File: config.mk
export PLATFORM = sky130hd
export DESIGN_NAME = cordic_pipe
export DESIGN_NICKNAME = d
export VERILOG_FILES = /design/src/rtl/cordic_pkg.sv /design/src/rtl/cordic_stage.sv /design/src/rtl/cordic_pipe.sv
export SDC_FILE = /design/constraint.sdc
export NUM_CORES = 2
export LEC_CHECK = 0
export ABC_AREA = 1
export BUFFER_PORTS_ARGS = -buffer_cell sky130_fd_sc_hd__buf_2
export CAP_MARGIN = 10
export CORE_AREA = 4 4 454 456
export CTS_CLUSTER_SIZE = 25
export DETAILED_ROUTE_END_ITERATION = 16
export DIE_AREA = 0 0 458 460
export HOLD_SLACK_MARGIN = 0.03
export PLACE_DENSITY = 0.67
export SLEW_MARGIN = 20
export SYNTH_ARGS = -nofsm -noshare
export SYNTH_HDL_FRONTEND = slang
export SYNTH_SLANG_ARGS = --single-unit
File: constraint.sdc
create_clock -name CLK_50M -period 6.9 [get_ports CLK_50M]
set_clock_uncertainty 0.2 [all_clocks]
set_input_delay 1.035 -clock CLK_50M [delete_from_list [all_inputs] [get_ports CLK_50M]]
set_output_delay 1.035 -clock CLK_50M [all_outputs]
set_load 0.02 [all_outputs]
File: src/rtl/cordic_pkg.sv
// Shared constants for the pipelined CORDIC engine: mode encodings, the
// micro-rotation angle table and the output gain correction.
package cordic_pkg;

  localparam logic CORDIC_ROT = 1'b0;
  localparam logic CORDIC_VEC = 1'b1;

  // atan(2^-i) on a 2^32 full-circle scale; rescaled to ZW bits by atan_lut
  function automatic logic [63:0] atan32(input int i);
    case (i)
      0:  atan32 = 64'd536870912;
      1:  atan32 = 64'd316933406;
      2:  atan32 = 64'd167458907;
      3:  atan32 = 64'd85004756;
      4:  atan32 = 64'd42667331;
      5:  atan32 = 64'd21354465;
      6:  atan32 = 64'd10679838;
      7:  atan32 = 64'd5340245;
      8:  atan32 = 64'd2670163;
      9:  atan32 = 64'd1335087;
      10: atan32 = 64'd667544;
      11: atan32 = 64'd333772;
      12: atan32 = 64'd166886;
      13: atan32 = 64'd83443;
      14: atan32 = 64'd41722;
      15: atan32 = 64'd20861;
      16: atan32 = 64'd10430;
      17: atan32 = 64'd5215;
      18: atan32 = 64'd2608;
      19: atan32 = 64'd1304;
      20: atan32 = 64'd652;
      21: atan32 = 64'd326;
      22: atan32 = 64'd163;
      23: atan32 = 64'd81;
      24: atan32 = 64'd41;
      25: atan32 = 64'd20;
      26: atan32 = 64'd10;
      27: atan32 = 64'd5;
      28: atan32 = 64'd3;
      29: atan32 = 64'd1;
      30: atan32 = 64'd1;
      default: atan32 = 64'd0;
    endcase
  endfunction

  function automatic logic [63:0] atan_lut(input int i, input int zw);
    logic [63:0] v;
    v = atan32(i);
    if (zw >= 32) atan_lut = v << (zw - 32);
    else          atan_lut = (v + (64'd1 << (31 - zw))) >> (32 - zw);
  endfunction

  // round(0.6072529 * 2^w), from a 2^32-scaled constant
  function automatic logic [63:0] gain_kc(input int w);
    logic [63:0] k;
    k = 64'd2608131346;
    if (w >= 32) gain_kc = k << (w - 32);
    else         gain_kc = (k + (64'd1 << (31 - w))) >> (32 - w);
  endfunction

endpackage

File: src/rtl/cordic_stage.sv
// One registered CORDIC micro-rotation; every register holds while en is low.
module cordic_stage
  import cordic_pkg::*;
#(
  parameter int             IW    = 18,
  parameter int             AW    = 17,
  parameter int             SHIFT = 0,
  parameter logic [AW-1:0]  ATAN  = '0,
  parameter int             TAG_W = 4
) (
  input  logic                    CLK_50M,
  input  logic                    RST_N,
  input  logic                    en,
  input  logic                    in_valid,
  input  logic                    in_mode,
  input  logic [TAG_W-1:0]        in_tag,
  input  logic signed [IW-1:0]    in_x,
  input  logic signed [IW-1:0]    in_y,
  input  logic signed [AW-1:0]    in_z,
  output logic                    out_valid,
  output logic                    out_mode,
  output logic [TAG_W-1:0]        out_tag,
  output logic signed [IW-1:0]    out_x,
  output logic signed [IW-1:0]    out_y,
  output logic signed [AW-1:0]    out_z
);

  logic                 dir;
  logic signed [IW-1:0] x_sh;
  logic signed [IW-1:0] y_sh;

  always_comb begin
    dir  = (in_mode == CORDIC_VEC) ? in_y[IW-1] : !in_z[AW-1];
    x_sh = in_x >>> SHIFT;
    y_sh = in_y >>> SHIFT;
  end

  always_ff @(posedge CLK_50M or negedge RST_N) begin
    if (!RST_N) begin
      out_valid <= 1'b0;
      out_mode  <= 1'b0;
      out_tag   <= '0;
      out_x     <= '0;
      out_y     <= '0;
      out_z     <= '0;
    end else if (en) begin
      out_valid <= in_valid;
      out_mode  <= in_mode;
      out_tag   <= in_tag;
      out_x     <= dir ? in_x - y_sh : in_x + y_sh;
      out_y     <= dir ? in_y + x_sh : in_y - x_sh;
      out_z     <= dir ? in_z - $signed(ATAN) : in_z + $signed(ATAN);
    end
  end

endmodule

File: src/rtl/cordic_pipe.sv
// Fully pipelined rotation/vectoring CORDIC: quadrant pre-fold, ITER
// micro-rotations, gain correction with saturation, one global stall.
module cordic_pipe
  import cordic_pkg::*;
#(
  parameter int W     = 16,
  parameter int ZW    = 16,
  parameter int ITER  = 14,
  parameter int TAG_W = 4
) (
  input  logic              CLK_50M,
  input  logic              RST_N,
  input  logic              in_valid,
  output logic              in_ready,
  input  logic              in_mode,
  input  logic [W-1:0]      in_x,
  input  logic [W-1:0]      in_y,
  input  logic [ZW-1:0]     in_z,
  input  logic [TAG_W-1:0]  in_tag,
  output logic              out_valid,
  input  logic              out_ready,
  output logic [W-1:0]      out_x,
  output logic [W-1:0]      out_y,
  output logic [ZW-1:0]     out_z,
  output logic [TAG_W-1:0]  out_tag,
  output logic              out_mode
);

  localparam int IW = W + 2;
  localparam int AW = ZW + 1;
  localparam int PW = IW + W + 1;
  localparam logic [W-1:0]          KC     = W'(gain_kc(W));
  localparam logic signed [PW-1:0]  SAT_HI = (PW'(1) <<< (W - 1)) - PW'(1);
  localparam logic signed [PW-1:0]  SAT_LO = -(PW'(1) <<< (W - 1));

  logic                 en;
  logic signed [IW-1:0] ext_x, ext_y, pre_x, pre_y;
  logic signed [AW-1:0] pre_z;
  logic                 s0_valid, s0_mode;
  logic [TAG_W-1:0]     s0_tag;
  logic signed [IW-1:0] s0_x, s0_y;
  logic signed [AW-1:0] s0_z;

  logic                 st_valid [ITER+1];
  logic                 st_mode  [ITER+1];
  logic [TAG_W-1:0]     st_tag   [ITER+1];
  logic signed [IW-1:0] st_x     [ITER+1];
  logic signed [IW-1:0] st_y     [ITER+1];
  logic signed [AW-1:0] st_z     [ITER+1];
  logic                 unused_z_msb;

  assign en           = !(out_valid && !out_ready);
  assign in_ready     = en;
  assign unused_z_msb = st_z[ITER][ZW];

  // Rotation folds the vector by the top two angle bits so the residual
  // stays in [0, 90 deg); vectoring mirrors the left half-plane.
  always_comb begin
    ext_x = {{2{in_x[W-1]}}, in_x};
    ext_y = {{2{in_y[W-1]}}, in_y};
    pre_x = ext_x;
    pre_y = ext_y;
    pre_z = '0;
    if (in_mode == CORDIC_VEC) begin
      if (ext_x[IW-1]) begin
        pre_x = -ext_x;
        pre_y = -ext_y;
        pre_z = {2'b01, {(ZW-1){1'b0}}};
      end
    end else begin
      pre_z = {3'b000, in_z[ZW-3:0]};
      case (in_z[ZW-1:ZW-2])
        2'd1:    begin pre_x = -ext_y; pre_y =  ext_x; end
        2'd2:    begin pre_x = -ext_x; pre_y = -ext_y; end
        2'd3:    begin pre_x =  ext_y; pre_y = -ext_x; end
        default: ;
      endcase
    end
  end

  always_ff @(posedge CLK_50M or negedge RST_N) begin
    if (!RST_N) begin
      s0_valid <= 1'b0;
      s0_mode  <= 1'b0;
      s0_tag   <= '0;
      s0_x     <= '0;
      s0_y     <= '0;
      s0_z     <= '0;
    end else if (en) begin
      s0_valid <= in_valid;
      s0_mode  <= in_mode;
      s0_tag   <= in_tag;
      s0_x     <= pre_x;
      s0_y     <= pre_y;
      s0_z     <= pre_z;
    end
  end

  assign st_valid[0] = s0_valid;
  assign st_mode[0]  = s0_mode;
  assign st_tag[0]   = s0_tag;
  assign st_x[0]     = s0_x;
  assign st_y[0]     = s0_y;
  assign st_z[0]     = s0_z;

  for (genvar i = 0; i < ITER; i++) begin : g_stage
    cordic_stage #(
      .IW(IW), .AW(AW), .SHIFT(i), .ATAN(AW'(atan_lut(i, ZW))), .TAG_W(TAG_W)
    ) u_stage (
      .CLK_50M  (CLK_50M),
      .RST_N    (RST_N),
      .en       (en),
      .in_valid (st_valid[i]),
      .in_mode  (st_mode[i]),
      .in_tag   (st_tag[i]),
      .in_x     (st_x[i]),
      .in_y     (st_y[i]),
      .in_z     (st_z[i]),
      .out_valid(st_valid[i+1]),
      .out_mode (st_mode[i+1]),
      .out_tag  (st_tag[i+1]),
      .out_x    (st_x[i+1]),
      .out_y    (st_y[i+1]),
      .out_z    (st_z[i+1])
    );
  end

  function automatic logic [W-1:0] scale_sat(input logic signed [IW-1:0] v);
    logic signed [PW-1:0] p;
    p = PW'(v) * PW'($signed({1'b0, KC}));
    p = (p + (PW'(1) <<< (W - 1))) >>> W;
    if (p > SAT_HI)      scale_sat = SAT_HI[W-1:0];
    else if (p < SAT_LO) scale_sat = SAT_LO[W-1:0];
    else                 scale_sat = p[W-1:0];
  endfunction

  always_ff @(posedge CLK_50M or negedge RST_N) begin
    if (!RST_N) begin
      out_valid <= 1'b0;
      out_mode  <= 1'b0;
      out_tag   <= '0;
      out_x     <= '0;
      out_y     <= '0;
      out_z     <= '0;
    end else if (en) begin
      out_valid <= st_valid[ITER];
      out_mode  <= st_mode[ITER];
      out_tag   <= st_tag[ITER];
      out_x     <= scale_sat(st_x[ITER]);
      out_y     <= scale_sat(st_y[ITER]);
      out_z     <= st_z[ITER][ZW-1:0];
    end
  end

endmodule

==> summary.txt <==
Status: finished clean
Die Ht: 460 um
Slowest-stage cell, CP: fa_1
Iteration count of the initial detailed-routing pass: 8
Final period utilization: 0.888
Post-synthesis mux area share: 0.000110
Dominant cells by area after synthesis: dfrtp_1 (26%), ha_1 (14%), nand2_1 (13%)
Clock transition at the registers of the reported paths: 0.07 ns
Port bufs: 111
FF+latch count, synth: 935
Clk Tree Root Cell: clkbuf_16
R2r setup slk: 0.77 ns
Final setup TNS: 0 ns
Reg2Reg Depth: 23
FP Rows: 165
CP Cell Sequence: ha_1, fa_1, inv_1, fa_1, inv_1, fa_1, fa_1, inv_1, fa_1, inv_1, ha_1, nand2_1, nand2_1, nand2_1, nand2_1, nand2_1, nand2_1, a21oi_1, nand3_1, nand2_1, nand3_2, a21oi_4, a21oi_1
RSZ-0062 raised after global routing: false
Vias in the first global route: 77845
Worst EP arrival: 6.51 ns
Area grow syn2layout: 7.91%
GRT Util Overall: 0.238
Syn Std Cell Area: 90600 um2
Worst r2r src: g_stage[13].u_stage.out_x[4]
Post-synth top flop: dfrtp_1
Post-DP HPWL: 200000 um
CTS Sinks: 935
Post-synthesis compound-gate area fraction: 0.167
CTS tree: done
Largest area contributor in the netlist: dfrtp_1
Max Clk Rate: 163 MHz
Hold Crit Class: in2async
Worst R2R End: out_x[2]
Worst path max stage delay: 0.55 ns
Async S/R FF share, synth: 1.00
Synthesized Nets: 13959
Hold buffers post-CTS: 0
Die ar.: 211000 um2
WS Path Type: reg2reg
Share of cells above drive strength 1: 0.0470
GPL Wtd Cong: 0.943
Routed WL: 253000 um
Relative slew slack: 0.314
Final critical-path required period: 6.13 ns
Post-synth top area share: 0.258
Adder-cell share of the synthesized area: 0.209
Initial Util: 0.449
CTS resizes: 0
Worst skew pair latency: 0.76 ns
Core Region: 202000 um2
Worst-margin pin slew: 1.03 ns
Final Hold Fails: 0
Largest net degree at the start of global routing: 214
# DRC: 0
Via Count: 80804
Post-DR vias/cell: 5.27
Critical Path Start Type: flip-flop
Initial antenna violation count: 6
Ys Warns: 0
Slew Viols, Final: 0
CTS Buf Count: 112
H-tree depth: 3
Main combinational cell family by area after synthesis: simple AND/OR/NAND/NOR gates
Post-layout nets: 13944
Routed Antenna Nets: 0
WP data required: 7.28 ns
Avg Synthesized Cell Area: 7.21 um2
# setup viols final: 0
Critical path fanouts, max: 15
Worst path most repeated cell: nand2_1
Setup bufs post-CTS: 0
Longest Clk Path Bufs: 3
GR Overflow Total: 0
Syn Inst Count: 12569
Critical Path Sink Type: flip-flop
Die width: 458 um
I/O Pins: 112
Distinct cell type count after synthesis: 65
EDFF count, synth: 0
First-pass GRT wire length: 415000 um
Post-Synth Simple-Gate Area: 0.225
Post-synthesis xor/xnor area fraction: 0.0554
Initial drt markers: 5955
Max-cap violations: 0
Wire per inst: 16.5 um
Sequential fraction of the synthesis area: 0.258
cells in the final DEF, fill, tap and decap left out, types with 40 or more instances in the layout:
cell type / Yosys / routed
a21boi_0: 40 / 40
a21o_1: 69 / 69
a21oi_1: 1044 / 1044
a31oi_1: 138 / 138
buf_2: 67 / 110
clkbuf_16: 0 / 113
dfrtp_1: 935 / 935
fa_1: 307 / 307
ha_1: 1026 / 1026
inv_1: 1707 / 1706
nand2_1: 3163 / 3163
nand3_1: 541 / 541
nand4_1: 99 / 99
nor2_1: 812 / 809
nor3_1: 126 / 126
o21ai_0: 1050 / 1048
o21ai_1: 67 / 63
o21bai_1: 54 / 54
o22ai_1: 47 / 47
o31ai_1: 67 / 67
or2_2: 110 / 110
xnor2_1: 160 / 160
xor2_1: 410 / 410
cells in the mapped netlist (24+ instances only):
library cell	instances
a21boi_0	40
a21o_1	69
a21oi_1	1044
a21oi_2	29
a31oi_1	138
buf_2	67
clkbuf_1	201
dfrtp_1	935
fa_1	307
ha_1	1026
inv_1	1707
nand2_1	3163
nand2_2	31
nand3_1	541
nand4_1	99
nor2_1	812
nor3_1	126
nor4_1	24
o211ai_1	31
o21ai_0	1050
o21ai_1	67
o21bai_1	54
o22ai_1	47
o31ai_1	67
or2_2	110
xnor2_1	160
xor2_1	410
cell type report:
cell class | count | area [um2]
tap | 2672 | 3340
timing repair buffer | 160 | 1110
antenna | 5 | 12.5
sequential | 935 | 23400
clock inverter | 60 | 722
clock buffer | 147 | 3140
inverter | 1727 | 6490
fill | 20285 | 104000
multi-input combinational | 9618 | 59600
sequential cells by signal, summed over array words and instances (netlist names), 4 cells and up:
register / count
s0_x: 18
g_stage.u_stage.out_tag: 56
out_tag: 4
g_stage.u_stage.out_y: 252
s0_y: 18
s0_tag: 4
out_y: 16
out_z: 16
out_x: 16
g_stage.u_stage.out_x: 251
g_stage.u_stage.out_z: 237
s0_z: 15
g_stage.u_stage.out_mode: 14
g_stage.u_stage.out_valid: 14
routing by layer:
layer	routed length (um)	global-route usage
met4	9040	0.0775
met1	116000	0.319
met5	13	0
met2	120000	0.408
met3	9090	0.0191
worst max-delay path by stage:
stage,end,startpoint
after floorplan,out_y[10],g_stage[13].u_stage.out_y[17]
after global placement,out_x[0],g_stage[13].u_stage.out_x[4]
after detailed placement,out_x[0],g_stage[13].u_stage.out_x[4]
after CTS,out_x[0],g_stage[13].u_stage.out_x[4]
after global routing,out_x[1],g_stage[13].u_stage.out_x[12]
final,out_x[2],g_stage[13].u_stage.out_x[4]
stage by stage:
stage | hold WS, ns | utilization | cells | setup WS [ns] | cell area, um2
finish | 0.0303 | 0.485 | 15324 | 0.771 | 97800
global route | 0.0722 | 0.485 | 15324 | 0.423 | 97800
CTS | 0.0375 | 0.485 | 15319 | 0.758 | 97800
detailed placement | 0.255 | 0.466 | 15112 | 0.808 | 93900
global placement | 0.250 | 0.466 | 15112 | 0.863 | 93900
floorplan | 0.240 | - | 12569 | 1.27 | 90600
worst max-delay path: cells and delay by family (launching register included):
family / cells / cell delay, ns
DFF: 1 / 0.51
AOI/OAI and AO/OA: 3 / 0.82
buffers and inverters: 4 / 0.21
adders and majority gates: 7 / 3.42
and+or+nand+nor: 9 / 0.76
cell families (layout without fill, tap and decap cells):
group                      count (synthesis)  in the layout
AOI/OAI and AO/OA                       2745           2745
xor gates and xnor gates                 571            571
adders and majority gates               1333           1333
buffers and inverters                   2016           2094
DFF                                      935            935
muxes                                      1              1
other                                      0              5
and+or+nand+nor                         4968           4968
Power is left out: the tool's default activity adds up to more than one toggle a clock period on the data nets, which glitch-free logic cannot reach.
